<file path="src/rtl/arm_pipe_pkg.sv">
// Shared definitions for the ARM pipeline hazard/forwarding logic.
//   REG_ADDR_W    : register index width (R0-R15)
//   stage_entry_t : per-stage tracker entry {dest, wbe, mem_read}
//   fwd_sel_e     : forwarding mux select encodings shared with the forwarding unit
//   src_match     : RAW match of the ID-stage sources against one stage entry
package arm_pipe_pkg;

    localparam int REG_ADDR_W = 4;

    typedef struct packed {
        logic [REG_ADDR_W-1:0] dest;
        logic                  wbe;
        logic                  mem_read;
    } stage_entry_t;

    typedef enum logic [1:0] {
        FWD_SEL_RF  = 2'b00,
        FWD_SEL_MEM = 2'b01,
        FWD_SEL_WB  = 2'b10
    } fwd_sel_e;

    // A stale destination with wbe = 0 never matches; src_2 only counts when it is read.
    function automatic logic src_match(
        input stage_entry_t          entry,
        input logic [REG_ADDR_W-1:0] src_1,
        input logic [REG_ADDR_W-1:0] src_2,
        input logic                  two_src
    );
        return entry.wbe && ((src_1 == entry.dest) || (two_src && (src_2 == entry.dest)));
    endfunction

endpackage

</file>
<file path="src/rtl/wbt_stage_reg.sv">
// One tracker stage register.
//   clk    : rising-edge clock
//   rst    : asynchronous active-high reset, clears the entry
//   hold   : keep the current entry (pipeline freeze); takes priority over bubble
//   bubble : load an empty entry {0,0,0} instead of d
//   d      : entry arriving from the previous stage
//   q      : entry currently held by this stage
module wbt_stage_reg
    import arm_pipe_pkg::*;
(
    input  logic         clk,
    input  logic         rst,
    input  logic         hold,
    input  logic         bubble,
    input  stage_entry_t d,
    output stage_entry_t q
);

    always_ff @(posedge clk or posedge rst) begin
        if (rst) begin
            q <= '0;
        end else if (!hold) begin
            q <= bubble ? stage_entry_t'('0) : d;
        end
    end

endmodule

</file>
<file path="src/rtl/writeback_tracker.sv">
// Tracks destination register / write-back enable of in-flight instructions
// through EX, MEM and WB, and produces the ID-stage hazard stall.
//   i_Clk, i_Reset                : clock, asynchronous active-high reset
//   i_Forwarding_Enable           : 1 = stall on load-use only, 0 = stall on any EX/MEM RAW
//   i_Freeze                      : hold all tracker state and the stall counter
//   i_Flush                       : kill the ID-stage instruction (bubble into EX, no stall)
//   i_Id_*, i_Src_*, i_Two_Src    : ID-stage instruction description
//   o_Exe_*, o_Memory_*, o_Write_Back_* : per-stage destination / write-back enable
//   o_Hazard_Stall                : combinational stall for PC and IF/ID, bubble into EX
//   o_Stall_Count                 : saturating count of non-frozen stall cycles
//
// Flow control: the ID instruction moves into EX on a non-frozen edge only when
// it is valid, not flushed and not stalled; o_Hazard_Stall is the "not ready"
// back to ID, and every rejected slot becomes a bubble with wbe = 0.
module writeback_tracker
    import arm_pipe_pkg::*;
#(
    parameter int STALL_CNT_W = 16
) (
    input  logic                   i_Clk,
    input  logic                   i_Reset,
    input  logic                   i_Forwarding_Enable,
    input  logic                   i_Freeze,
    input  logic                   i_Flush,
    input  logic                   i_Id_Valid,
    input  logic [REG_ADDR_W-1:0]  i_Src_1,
    input  logic [REG_ADDR_W-1:0]  i_Src_2,
    input  logic                   i_Two_Src,
    input  logic [REG_ADDR_W-1:0]  i_Id_Destination,
    input  logic                   i_Id_Write_Back_Enable,
    input  logic                   i_Id_Mem_Read,
    output logic [REG_ADDR_W-1:0]  o_Exe_Destination,
    output logic                   o_Sig_Exe_Write_Back_Enable,
    output logic [REG_ADDR_W-1:0]  o_Memory_Destination,
    output logic                   o_Sig_Memory_Write_Back_Enable,
    output logic [REG_ADDR_W-1:0]  o_Write_Back_Destination,
    output logic                   o_Sig_Write_Back_Write_Back_Enable,
    output logic                   o_Hazard_Stall,
    output logic [STALL_CNT_W-1:0] o_Stall_Count
);

    stage_entry_t exe_q, mem_q, wb_q, id_entry;
    logic         m_exe, m_mem, base, hazard, exe_bubble;
    logic         unused_wb_mem_read;

    assign id_entry = '{dest: i_Id_Destination, wbe: i_Id_Write_Back_Enable, mem_read: i_Id_Mem_Read};

    assign m_exe = src_match(exe_q, i_Src_1, i_Src_2, i_Two_Src);
    assign m_mem = src_match(mem_q, i_Src_1, i_Src_2, i_Two_Src);

    // Flush beats any match. WB matches never stall: the register file is
    // written in the first half-cycle and read in the second.
    assign base   = i_Id_Valid && !i_Flush;
    assign hazard = i_Forwarding_Enable ? (base && m_exe && exe_q.mem_read)
                                        : (base && (m_exe || m_mem));
    assign exe_bubble = !(i_Id_Valid && !hazard && !i_Flush);

    wbt_stage_reg u_exe (
        .clk    (i_Clk),
        .rst    (i_Reset),
        .hold   (i_Freeze),
        .bubble (exe_bubble),
        .d      (id_entry),
        .q      (exe_q)
    );

    wbt_stage_reg u_mem (
        .clk    (i_Clk),
        .rst    (i_Reset),
        .hold   (i_Freeze),
        .bubble (1'b0),
        .d      (exe_q),
        .q      (mem_q)
    );

    wbt_stage_reg u_wb (
        .clk    (i_Clk),
        .rst    (i_Reset),
        .hold   (i_Freeze),
        .bubble (1'b0),
        .d      (mem_q),
        .q      (wb_q)
    );

    // Load flag is meaningless once an instruction reaches WB.
    assign unused_wb_mem_read = wb_q.mem_read;

    always_ff @(posedge i_Clk or posedge i_Reset) begin
        if (i_Reset) begin
            o_Stall_Count <= '0;
        end else if (hazard && !i_Freeze && (o_Stall_Count != '1)) begin
            o_Stall_Count <= o_Stall_Count + STALL_CNT_W'(1);
        end
    end

    assign o_Hazard_Stall                     = hazard;
    assign o_Exe_Destination                  = exe_q.dest;
    assign o_Sig_Exe_Write_Back_Enable        = exe_q.wbe;
    assign o_Memory_Destination               = mem_q.dest;
    assign o_Sig_Memory_Write_Back_Enable     = mem_q.wbe;
    assign o_Write_Back_Destination           = wb_q.dest;
    assign o_Sig_Write_Back_Write_Back_Enable = wb_q.wbe;

endmodule

</file>
<file path="config.mk">
export PLATFORM = sky130hd
export DESIGN_NAME = writeback_tracker
export DESIGN_NICKNAME = d
export VERILOG_FILES = /design/src/rtl/arm_pipe_pkg.sv /design/src/rtl/wbt_stage_reg.sv /design/src/rtl/writeback_tracker.sv
export SDC_FILE = /design/constraint.sdc
export NUM_CORES = 1
export LEC_CHECK = 0
export ABC_CLOCK_PERIOD_IN_PS = 5940
export CAP_MARGIN = 20
export CORE_MARGIN = 1
export CORE_UTILIZATION = 25
export CTS_BUF_LIST = sky130_fd_sc_hd__clkbuf_8 sky130_fd_sc_hd__clkbuf_16
export DETAILED_ROUTE_END_ITERATION = 6
export GPL_TIMING_DRIVEN = 0
export PLACE_DENSITY = 0.51
export SLEW_MARGIN = 20
export SYNTH_ARGS = -nofsm -noshare
export SYNTH_HDL_FRONTEND = slang
export SYNTH_SLANG_ARGS = --single-unit
</file>
<file path="constraint.sdc">
create_clock -name i_Clk -period 5.94 [get_ports i_Clk]
set_input_delay 1.188 -clock i_Clk [delete_from_list [all_inputs] [get_ports i_Clk]]
set_output_delay 1.188 -clock i_Clk [all_outputs]
set_load 0.02 [all_outputs]
</file>
==> impl_metrics.tcl, run 1 <==
set metrics [dict create \
    first_pass_iters 2 \
    clk_root_buffer_cell "clkbuf_8" \
    rsz0062_at_grt "false" \
    report.final.setup_viol 0 \
    place_congestion 0.747 \
    switchingPower_w 0.000119 \
    die_area_um2 6690 \
    leakagePower_nw 1.03 \
    antenna_found_initial 0 \
    io_pins 53 \
    r2r_start "o_Stall_Count[4]" \
    combPwrFrac 0.154 \
    min_path_type "flop to flop" \
    place_area_um2 2200 \
    power.internal_w 0.000373 \
    hold_buffers 0 \
    drt-initial-drc-count 65 \
    maxCapViolCount 0 \
    hold_path_depth 1 \
    cp.required_ps 4750 \
    r2r_slack_ps 3750 \
    nets 219 \
    ys_types 26 \
    post_cts_resized 0 \
    rr_endpoint "o_Stall_Count[1]" \
    seqPwrFrac 0.483 \
    clock_path_buffers 2 \
    ys_ff_latch 32 \
    crit_path_max_fanout 7 \
    total_power_w 0.000492 \
    area_growth_pct 44.0 \
    final_cell_area_um2 2290 \
    start_util 0.264 \
    cts_setup_buffers 0 \
    clock_sinks 32 \
    grt_pass1_wl_mm 6.07 \
    clkPwrFrac 0.363 \
    critical_path_class "input port to output pin" \
    tns_ps 0 \
    avgSynthCellArea_um2 11.4 \
    drive_above_1_share 0.132 \
    critPathLaunchType "input port" \
    rr_worst_depth 7 \
    timing.hold.ws_ps 493 \
    dp.cells 265 \
    syn_inst 139 \
    design.core.area_um2 6030 \
    worst_ir_drop_vdd_mv 0.0727 \
    htreeDepth 2 \
    clk_pin_slew_worst_paths_ps 60 \
    diodes 0 \
    fin_skew_ps 3.55 \
    final_antenna_net_count 0 \
    finalMaxSlewViolations 0 \
    maxSlewHeadroom 0.545 \
    p_per_area_nw_per_um2 215 \
    via_per_inst 4.49 \
    die_h_um 81.8 \
    swShare 0.243 \
    fin_cells 272 \
    numCtsBuffers 5 \
    cp-end-kind "output pin" \
    synth_warnings 0 \
    grt_max_degree 33 \
    hold_viol_final 0 \
    tritoncts "built" \
    max_freq_mhz 218 \
    tightest_slew_ps 681 \
    overflow 0 \
    syn_nets 161 \
    finalCritPeriodShare 0.774 \
    clock_latency_ps 280 \
    grt_pass1_vias 1238 \
    grt_use_total 0.123 \
    finalCriticalPeriod_ps 4600 \
    io_buffer_count 51 \
    wl_mm 3.70 \
    status "complete, no violations" \
    drc 0 \
    ys_seq_area_frac 0.503 \
    hp-start "o_Stall_Count[13]" \
    syn_area_um2 1590 \
    row_count 28 \
    dieWidth_um 81.8 \
    holdPathEnd "o_Stall_Count[13]" \
    worstPathArrival_ps 3410 \
    wire_per_inst_um 13.6 \
    place_hpwl_mm 2.76 \
    vias 1220 \
]
## worst max-delay path, cell delays in order
cell,delay [ps]
clkdlybuf4s50_1,460
xor2_1,180
nor3_1,220
nand3_1,110
a21oi_1,300
nor2_1,200
nor2_1,130
clkdlybuf4s50_1,610
## layout make-up
class                   count  area (um2)
multi-input cells          96         723
well taps                  75        93.8
inverters                   4        15.0
fillers                   609        3730
plain buffers               7        52.6
repair buffers             51         510
flip-flops and latches     32         801
clock buffers               7        96.3
## placed cells by master, fill, tap and decap left out, types with 4 or more instances in the layout
master            n
mux2_2           10
nand3_1           5
clkbuf_8          7
nand2_1           7
dfrtp_1          32
nand4_1           4
a32o_1            6
nor3_1           12
nor2_1            7
clkdlybuf4s50_1  51
xnor2_1           7
xor2_1           24
buf_4             4
## logic make-up after synthesis
group | count (synthesis) | synth area share
simple gates | 43 | 0.137
flops | 32 | 0.503
xor+xnor | 31 | 0.171
buf+inv | 11 | 0.0424
mux | 11 | 0.0778
compound gates | 10 | 0.0613
fa+ha+maj | 1 | 0.00786
## synthesized netlist by cell type
cell | instances | share of area
o21ai_4 | 1 | 0.010
buf_4 | 4 | 0.019
inv_1 | 4 | 0.0094
xor2_1 | 24 | 0.13
mux2_1 | 1 | 0.0071
nor2_1 | 7 | 0.017
nand3_1 | 5 | 0.016
and3_2 | 1 | 0.0047
o41a_1 | 1 | 0.0071
nand3_2 | 1 | 0.0063
clkbuf_1 | 1 | 0.0024
buf_8 | 1 | 0.0094
a32o_1 | 6 | 0.038
and3_1 | 1 | 0.0039
nand2_1 | 7 | 0.017
a21oi_1 | 2 | 0.0063
ha_1 | 1 | 0.0079
nor3_1 | 12 | 0.038
nor2b_1 | 1 | 0.0039
dfrtp_1 | 32 | 0.50
nor4_1 | 3 | 0.012
xnor2_1 | 7 | 0.039
mux2_2 | 10 | 0.071
nand4_1 | 4 | 0.016
buf_1 | 1 | 0.0024
nand2b_1 | 1 | 0.0039
## power groups by stage
stage,clock network [W],logic [W],registers [W]
after CTS,0.000189,0.0000770,0.000238
after detailed placement,0,0.0000766,0.000242
after floorplan,0,0.0000301,0.000248
final,0.000179,0.0000757,0.000238
after global routing,0.000194,0.0000819,0.000239
after global placement,0,0.0000763,0.000242
## worst max path at each step
stage,startpoint,to,cells past startpoint
floorplan,i_Src_1[3],o_Hazard_Stall,6
finish,i_Src_1[3],o_Hazard_Stall,8
detailed placement,i_Src_1[3],o_Hazard_Stall,8
global placement,i_Src_1[3],o_Hazard_Stall,8
global route,i_Src_2[0],o_Hazard_Stall,8
CTS,i_Src_1[3],o_Hazard_Stall,8
## state kept, by name (all words and copies together), names as in the netlist
name,count
o_Stall_Count,16
u_wb.q,5
u_exe.q,6
u_mem.q,5
## per-stage QoR
stage / utilization / worst slack [ps]
floorplan: - / 2410
global placement: 0.364 / 1330
detailed placement: 0.364 / 1340
CTS: 0.380 / 1320
global route: 0.380 / 1210
finish: 0.380 / 1340
## layer usage
layer	global-route usage	wire length, um	vias to the layer above
met2	0.183	1720	24
met4	0.0754	96	0
met5	0	0	-
met1	0.165	1770	588
li1	-	-	601
met3	0.0222	116	7
Note: power is estimated with default switching activity, not from simulation.
==> run 2, diff against run 1 <==
--- a/config.mk
+++ b/config.mk
@@ -5,14 +5,14 @@
 export SDC_FILE = /design/constraint.sdc
 export NUM_CORES = 1
 export LEC_CHECK = 0
-export ABC_CLOCK_PERIOD_IN_PS = 5940
+export ABC_CLOCK_PERIOD_IN_PS = 3800
 export CAP_MARGIN = 20
 export CORE_MARGIN = 1
 export CORE_UTILIZATION = 25
 export CTS_BUF_LIST = sky130_fd_sc_hd__clkbuf_8 sky130_fd_sc_hd__clkbuf_16
 export DETAILED_ROUTE_END_ITERATION = 6
 export GPL_TIMING_DRIVEN = 0
-export PLACE_DENSITY = 0.51
+export PLACE_DENSITY = 0.53
 export SLEW_MARGIN = 20
 export SYNTH_ARGS = -nofsm -noshare
 export SYNTH_HDL_FRONTEND = slang
==> constraint.sdc (replaced) <==
create_clock -name i_Clk -period 3.8 [get_ports i_Clk]
set_input_delay 0.76 -clock i_Clk [delete_from_list [all_inputs] [get_ports i_Clk]]
set_output_delay 0.76 -clock i_Clk [all_outputs]
set_load 0.02 [all_outputs]
==> run 2 against run 1 <==
  * Total power up 48%
  * Clock power up 32%
  * Die area unchanged
  * Setup slack worse by 1200 ps
  * Combinational power up 56%
  * Via count up 0.90%
==> impl_metrics.tcl, run 2 (same netlist as run 1, synthesis figures left out) <==
set metrics [dict create \
    final_antenna_net_count 0 \
    drt-initial-drc-count 70 \
    maxSlewHeadroom 0.541 \
    design.core.area_um2 6030 \
    mostFrequentLayoutCells "51 x clkdlybuf4s50_1, 32 x dfrtp_1, 24 x xor2_1" \
    area_growth_pct 43.3 \
    wire_per_inst_um 13.9 \
    nets 219 \
    clk_pin_slew_worst_paths_ps 70 \
    grt_pass1_vias 1193 \
    report.final.setup_viol 0 \
    maxCapViolCount 0 \
    overflow 0 \
    largest_register_ffs 16 \
    grt_max_degree 33 \
    fin_skew_ps 7.57 \
    top_regs "o_Stall_Count: 16 flops, u_exe.q: 6 flops" \
    min_path_type "flop to flop" \
    regMostFlops "o_Stall_Count" \
    drive_above_1_share 0.137 \
    start_util 0.264 \
    power.internal_w 0.000543 \
    clk_root_buffer_cell "clkbuf_8" \
    switchingPower_w 0.000184 \
    final_common_cell "clkdlybuf4s50_1" \
    cts_setup_buffers 0 \
    worst_ir_drop_vdd_mv 0.120 \
    finalMaxSlewViolations 0 \
    dp.cells 265 \
    critical_path_class "input port to output pin" \
    via_per_inst 4.53 \
    tns_ps 0 \
    rsz0062_at_grt "false" \
    wl_mm 3.78 \
    dieWidth_um 81.8 \
    place_congestion 0.720 \
    critPathLaunchType "input port" \
    setup_ws_ps 188 \
    finalCriticalPeriod_ps 3610 \
    clock_sinks 32 \
    numCtsBuffers 5 \
    seqPwrFrac 0.513 \
    vias 1231 \
    combPwrFrac 0.162 \
    antenna_found_initial 0 \
    utilization 0.379 \
    die_h_um 81.8 \
    first_pass_iters 4 \
    p_per_area_nw_per_um2 319 \
    cp.required_ps 3040 \
    hold_viol_final 0 \
    dp_slack_ps 82.4 \
    finalCritPeriodShare 0.951 \
    place_hpwl_mm 2.77 \
    leakagePower_nw 1.03 \
    io_pins 53 \
    diodes 0 \
    swShare 0.253 \
    cp-end-kind "output pin" \
    register_area_um2 801 \
    total_power_w 0.000727 \
    row_count 28 \
    io_buffer_count 51 \
    worstPathArrival_ps 2850 \
    max_freq_mhz 277 \
    n_fill_cell 621 \
    clkPwrFrac 0.325 \
    grt_use_total 0.125 \
    fin_cells 272 \
    tritoncts "built" \
    clock_path_buffers 2 \
    drc 0 \
    htreeDepth 2 \
    multi_input_area_um2 731 \
    status "complete, no violations" \
    crit_path_max_fanout 7 \
    grt_pass1_wl_mm 6.09 \
    die_area_um2 6690 \
    tightest_slew_ps 687 \
    clock_latency_ps 280 \
]
==> run 2: cell count changes in the layout (fill, tap and decap cells not counted) <==
cell,previous run,this run
a21oi_1,2,0
a21oi_2,0,2
clkbuf_8,7,5
clkinv_2,0,1
inv_1,3,4
==> run 2: power by group through the flow <==
stage | sequential (W) | clock (W) | combinational [W]
after floorplan | 0.000388 | 0 | 0.0000470
after global placement | 0.000378 | 0 | 0.000119
after detailed placement | 0.000379 | 0 | 0.000119
after CTS | 0.000372 | 0.000251 | 0.000120
after global routing | 0.000375 | 0.000260 | 0.000128
final | 0.000373 | 0.000237 | 0.000118
==> run 2: critical path, stage by stage <==
cell,delay [ps]
clkdlybuf4s50_1,450
xor2_1,160
nor3_1,230
nand3_1,120
a21oi_2,220
nor2_1,170
nor2_1,120
clkdlybuf4s50_1,610
==> run 2: routing by layer <==
layer / vias up / share of wire / GRT usage
li1: 597 / - / -
met1: 604 / 0.46 / 0.157
met2: 25 / 0.48 / 0.205
met3: 5 / 0.035 / 0.0322
met4: 0 / 0.017 / 0.0474
met5: - / 0 / 0
==> run 2: per-stage QoR <==
step / area (um2) / hold WS, ps
6_report: 2280 / 489
5_1_grt: 2280 / 514
4_1_cts: 2270 / 498
3_5_place_dp: 2200 / 488
3_3_place_gp: 2200 / 478
2_1_floorplan: 1590 / 464
==> run 2: what timing repair did <==
item,CTS,global route
setup endpoints to repair,0,1
resized for setup,0,2
hold buffers,0,0
hold endpoints to repair,0,0
==> run 2: path summary, 6_finish.rpt <==
kind / startpoint / endpoint / slack, ps / depth (start not counted)
worst max register to register: o_Stall_Count[4] / o_Stall_Count[1] / 1630 / 7
worst min register to register: o_Stall_Count[7] / o_Stall_Count[7] / 490 / 1
max in group asynchronous: i_Reset / u_wb.q[3] / 2440 / 2
worst max-delay path: i_Src_1[3] / o_Hazard_Stall / 190 / 8
min in group asynchronous: i_Reset / o_Stall_Count[8] / 910 / 2
worst min-delay path: o_Stall_Count[7] / o_Stall_Count[7] / 490 / 1
==> run 2: cell type report <==
type,count,area share
plain buffers,7,0.0230
multi-input cells,96,0.320
repair buffers,51,0.224
clock buffers,5,0.0302
inverters,4,0.00658
well taps,75,0.0411
clock inverters,2,0.00384
flip-flops and latches,32,0.351
==> run 3, diff against run 2 <==
--- a/config.mk
+++ b/config.mk
@@ -5,14 +5,15 @@
 export SDC_FILE = /design/constraint.sdc
 export NUM_CORES = 1
 export LEC_CHECK = 0
-export ABC_CLOCK_PERIOD_IN_PS = 3800
+export ABC_CLOCK_PERIOD_IN_PS = 3450
 export CAP_MARGIN = 20
 export CORE_MARGIN = 1
 export CORE_UTILIZATION = 25
 export CTS_BUF_LIST = sky130_fd_sc_hd__clkbuf_8 sky130_fd_sc_hd__clkbuf_16
 export DETAILED_ROUTE_END_ITERATION = 6
 export GPL_TIMING_DRIVEN = 0
-export PLACE_DENSITY = 0.53
+export HOLD_SLACK_MARGIN = 0.02
+export PLACE_DENSITY = 0.51
 export SLEW_MARGIN = 20
 export SYNTH_ARGS = -nofsm -noshare
 export SYNTH_HDL_FRONTEND = slang
==> constraint.sdc (replaced) <==
create_clock -name i_Clk -period 3.45 [get_ports i_Clk]
set_input_delay 0.69 -clock i_Clk [delete_from_list [all_inputs] [get_ports i_Clk]]
set_output_delay 0.69 -clock i_Clk [all_outputs]
set_load 0.02 [all_outputs]
==> run 3 against run 2 <==
  * Critical endpoint unchanged
  * Cell count unchanged
  * Critical path type unchanged
  * Design area increased by 0.77%
  * Largest cell class unchanged
  * Via count unchanged
  * Setup slack improved by 28 ps
==> impl_metrics.tcl, run 3 (same netlist as run 1, synthesis figures left out) <==
set metrics [dict create \
    finalCriticalPeriod_ps 3230 \
    maxSlewHeadroom 0.545 \
    via_per_inst 4.53 \
    crit_path_max_fanout 7 \
    numCtsBuffers 5 \
    antenna_found_initial 0 \
    n_fill_cell 609 \
    max_freq_mhz 309 \
    clk_pin_slew_worst_paths_ps 60 \
    io_buffer_count 51 \
    regMostFlops "o_Stall_Count" \
    mostFrequentLayoutCells "50 x clkdlybuf4s50_1, 32 x dfrtp_1, 24 x xor2_1" \
    row_count 28 \
    dp.cells 265 \
    maxCapViolCount 0 \
    drc 0 \
    finalMaxSlewViolations 0 \
    start_util 0.264 \
    htreeDepth 2 \
    hold_buffers 0 \
    grt_pass1_wl_mm 6.20 \
    grt_use_total 0.126 \
    cts_setup_buffers 0 \
    tritoncts "built" \
    die_h_um 81.8 \
    area_growth_pct 44.4 \
    nets 219 \
    drt-initial-drc-count 39 \
    wire_per_inst_um 13.8 \
    design.core.area_um2 6030 \
    critPathLaunchType "input port" \
    grt_pass1_vias 1271 \
    diodes 0 \
    report.final.setup_viol 0 \
    io_pins 53 \
    p_per_area_nw_per_um2 369 \
    critical_path_class "input port to output pin" \
    fin_skew_ps 3.34 \
    hold_viol_final 0 \
    die_area_um2 6690 \
    vias 1231 \
    timing.hold.ws_ps 493 \
    final_antenna_net_count 0 \
    leakagePower_nw 1.04 \
    drive_above_1_share 0.142 \
    post_cts_resized 3 \
    wl_mm 3.75 \
    overflow 0 \
    fin_cells 272 \
    cp-end-kind "output pin" \
    worstPathArrival_ps 2540 \
    place_hpwl_mm 2.76 \
    status "complete, no violations" \
    final_common_cell "clkdlybuf4s50_1" \
    tightest_slew_ps 681 \
    first_pass_iters 2 \
    min_path_type "flop to flop" \
    place_congestion 0.747 \
    worst_ir_drop_vdd_mv 0.126 \
    grt_max_degree 33 \
    clock_latency_ps 280 \
    largest_register_ffs 16 \
    clock_sinks 32 \
    dieWidth_um 81.8 \
    rsz0062_at_grt "false" \
    clk_root_buffer_cell "clkbuf_8" \
    clock_path_buffers 2 \
    cp.required_ps 2760 \
    top_regs "o_Stall_Count: 16 flops, u_exe.q: 6 flops" \
    finalCritPeriodShare 0.937 \
]
run 3: cell types whose count changed in the layout (fill, tap and decap cells not counted):
cell,previous run,this run
clkbuf_8,5,7
clkinv_2,1,0
clkdlybuf4s50_1,51,50
inv_1,4,3
dlygate4sd2_1,0,1
run 3: power by group:
| part | leakage (nW) | internal (W) | switching [W] | total, W |
|---|---|---|---|---|
| Clock | 0.0503 | 0.000177 | 0.000130 | 0.000308 |
| Sequential | 0.429 | 0.000391 | 0.0000183 | 0.000409 |
| Combinational | 0.558 | 0.0000731 | 0.0000578 | 0.000131 |
run 3: routing by layer:
metal | wire [um] | GRT usage | up-vias
li1 | - | - | 600
met1 | 1780 | 0.169 | 596
met2 | 1720 | 0.183 | 26
met3 | 120 | 0.0222 | 9
met4 | 126 | 0.0825 | 0
met5 | 0 | 0 | -
run 3: area by class of cell:
type	instances	area (um2)	area share
Sequential cell	32	801	0.348
Multi-Input combinational cell	96	731	0.318
Timing Repair Buffer	51	509	0.222
Clock buffer	7	96.3	0.0419
Tap cell	75	93.8	0.0408
Buffer	7	52.6	0.0229
Inverter	4	15.0	0.00653
run 3: per-stage QoR:
step / utilization / setup TNS (ps) / area [um2] / power (W) / setup slack [ps]
3_3_place_gp: 0.364 / -165 / 2200 / 0.000548 / -165
2_1_floorplan: - / 0 / 1590 / 0.000479 / 920
3_5_place_dp: 0.364 / -159 / 2200 / 0.000548 / -159
5_1_grt: 0.381 / 0 / 2300 / 0.000887 / 35.2
4_1_cts: 0.381 / 0 / 2300 / 0.000867 / 208
6_report: 0.381 / 0 / 2300 / 0.000848 / 216
run 3: worst paths after layout:
check,start,end,slack (ps),depth (start not counted)
setup / recovery,i_Src_1[3],o_Hazard_Stall,220,8
hold / removal,o_Stall_Count[13],o_Stall_Count[13],490,1
setup reg to reg,o_Stall_Count[4],o_Stall_Count[1],1260,7
hold reg to reg,o_Stall_Count[13],o_Stall_Count[13],490,1
max in group asynchronous,i_Reset,u_wb.q[1],2170,2
min in group asynchronous,i_Reset,o_Stall_Count[0],840,2
run 3: worst max-delay path: stages:
cell and delay [ps]:
clkdlybuf4s50_1 460, xor2_1 160, nor3_1 220, nand3_1 130
a21oi_2 250, nor2_1 180, nor2_1 120, dlygate4sd2_1 340
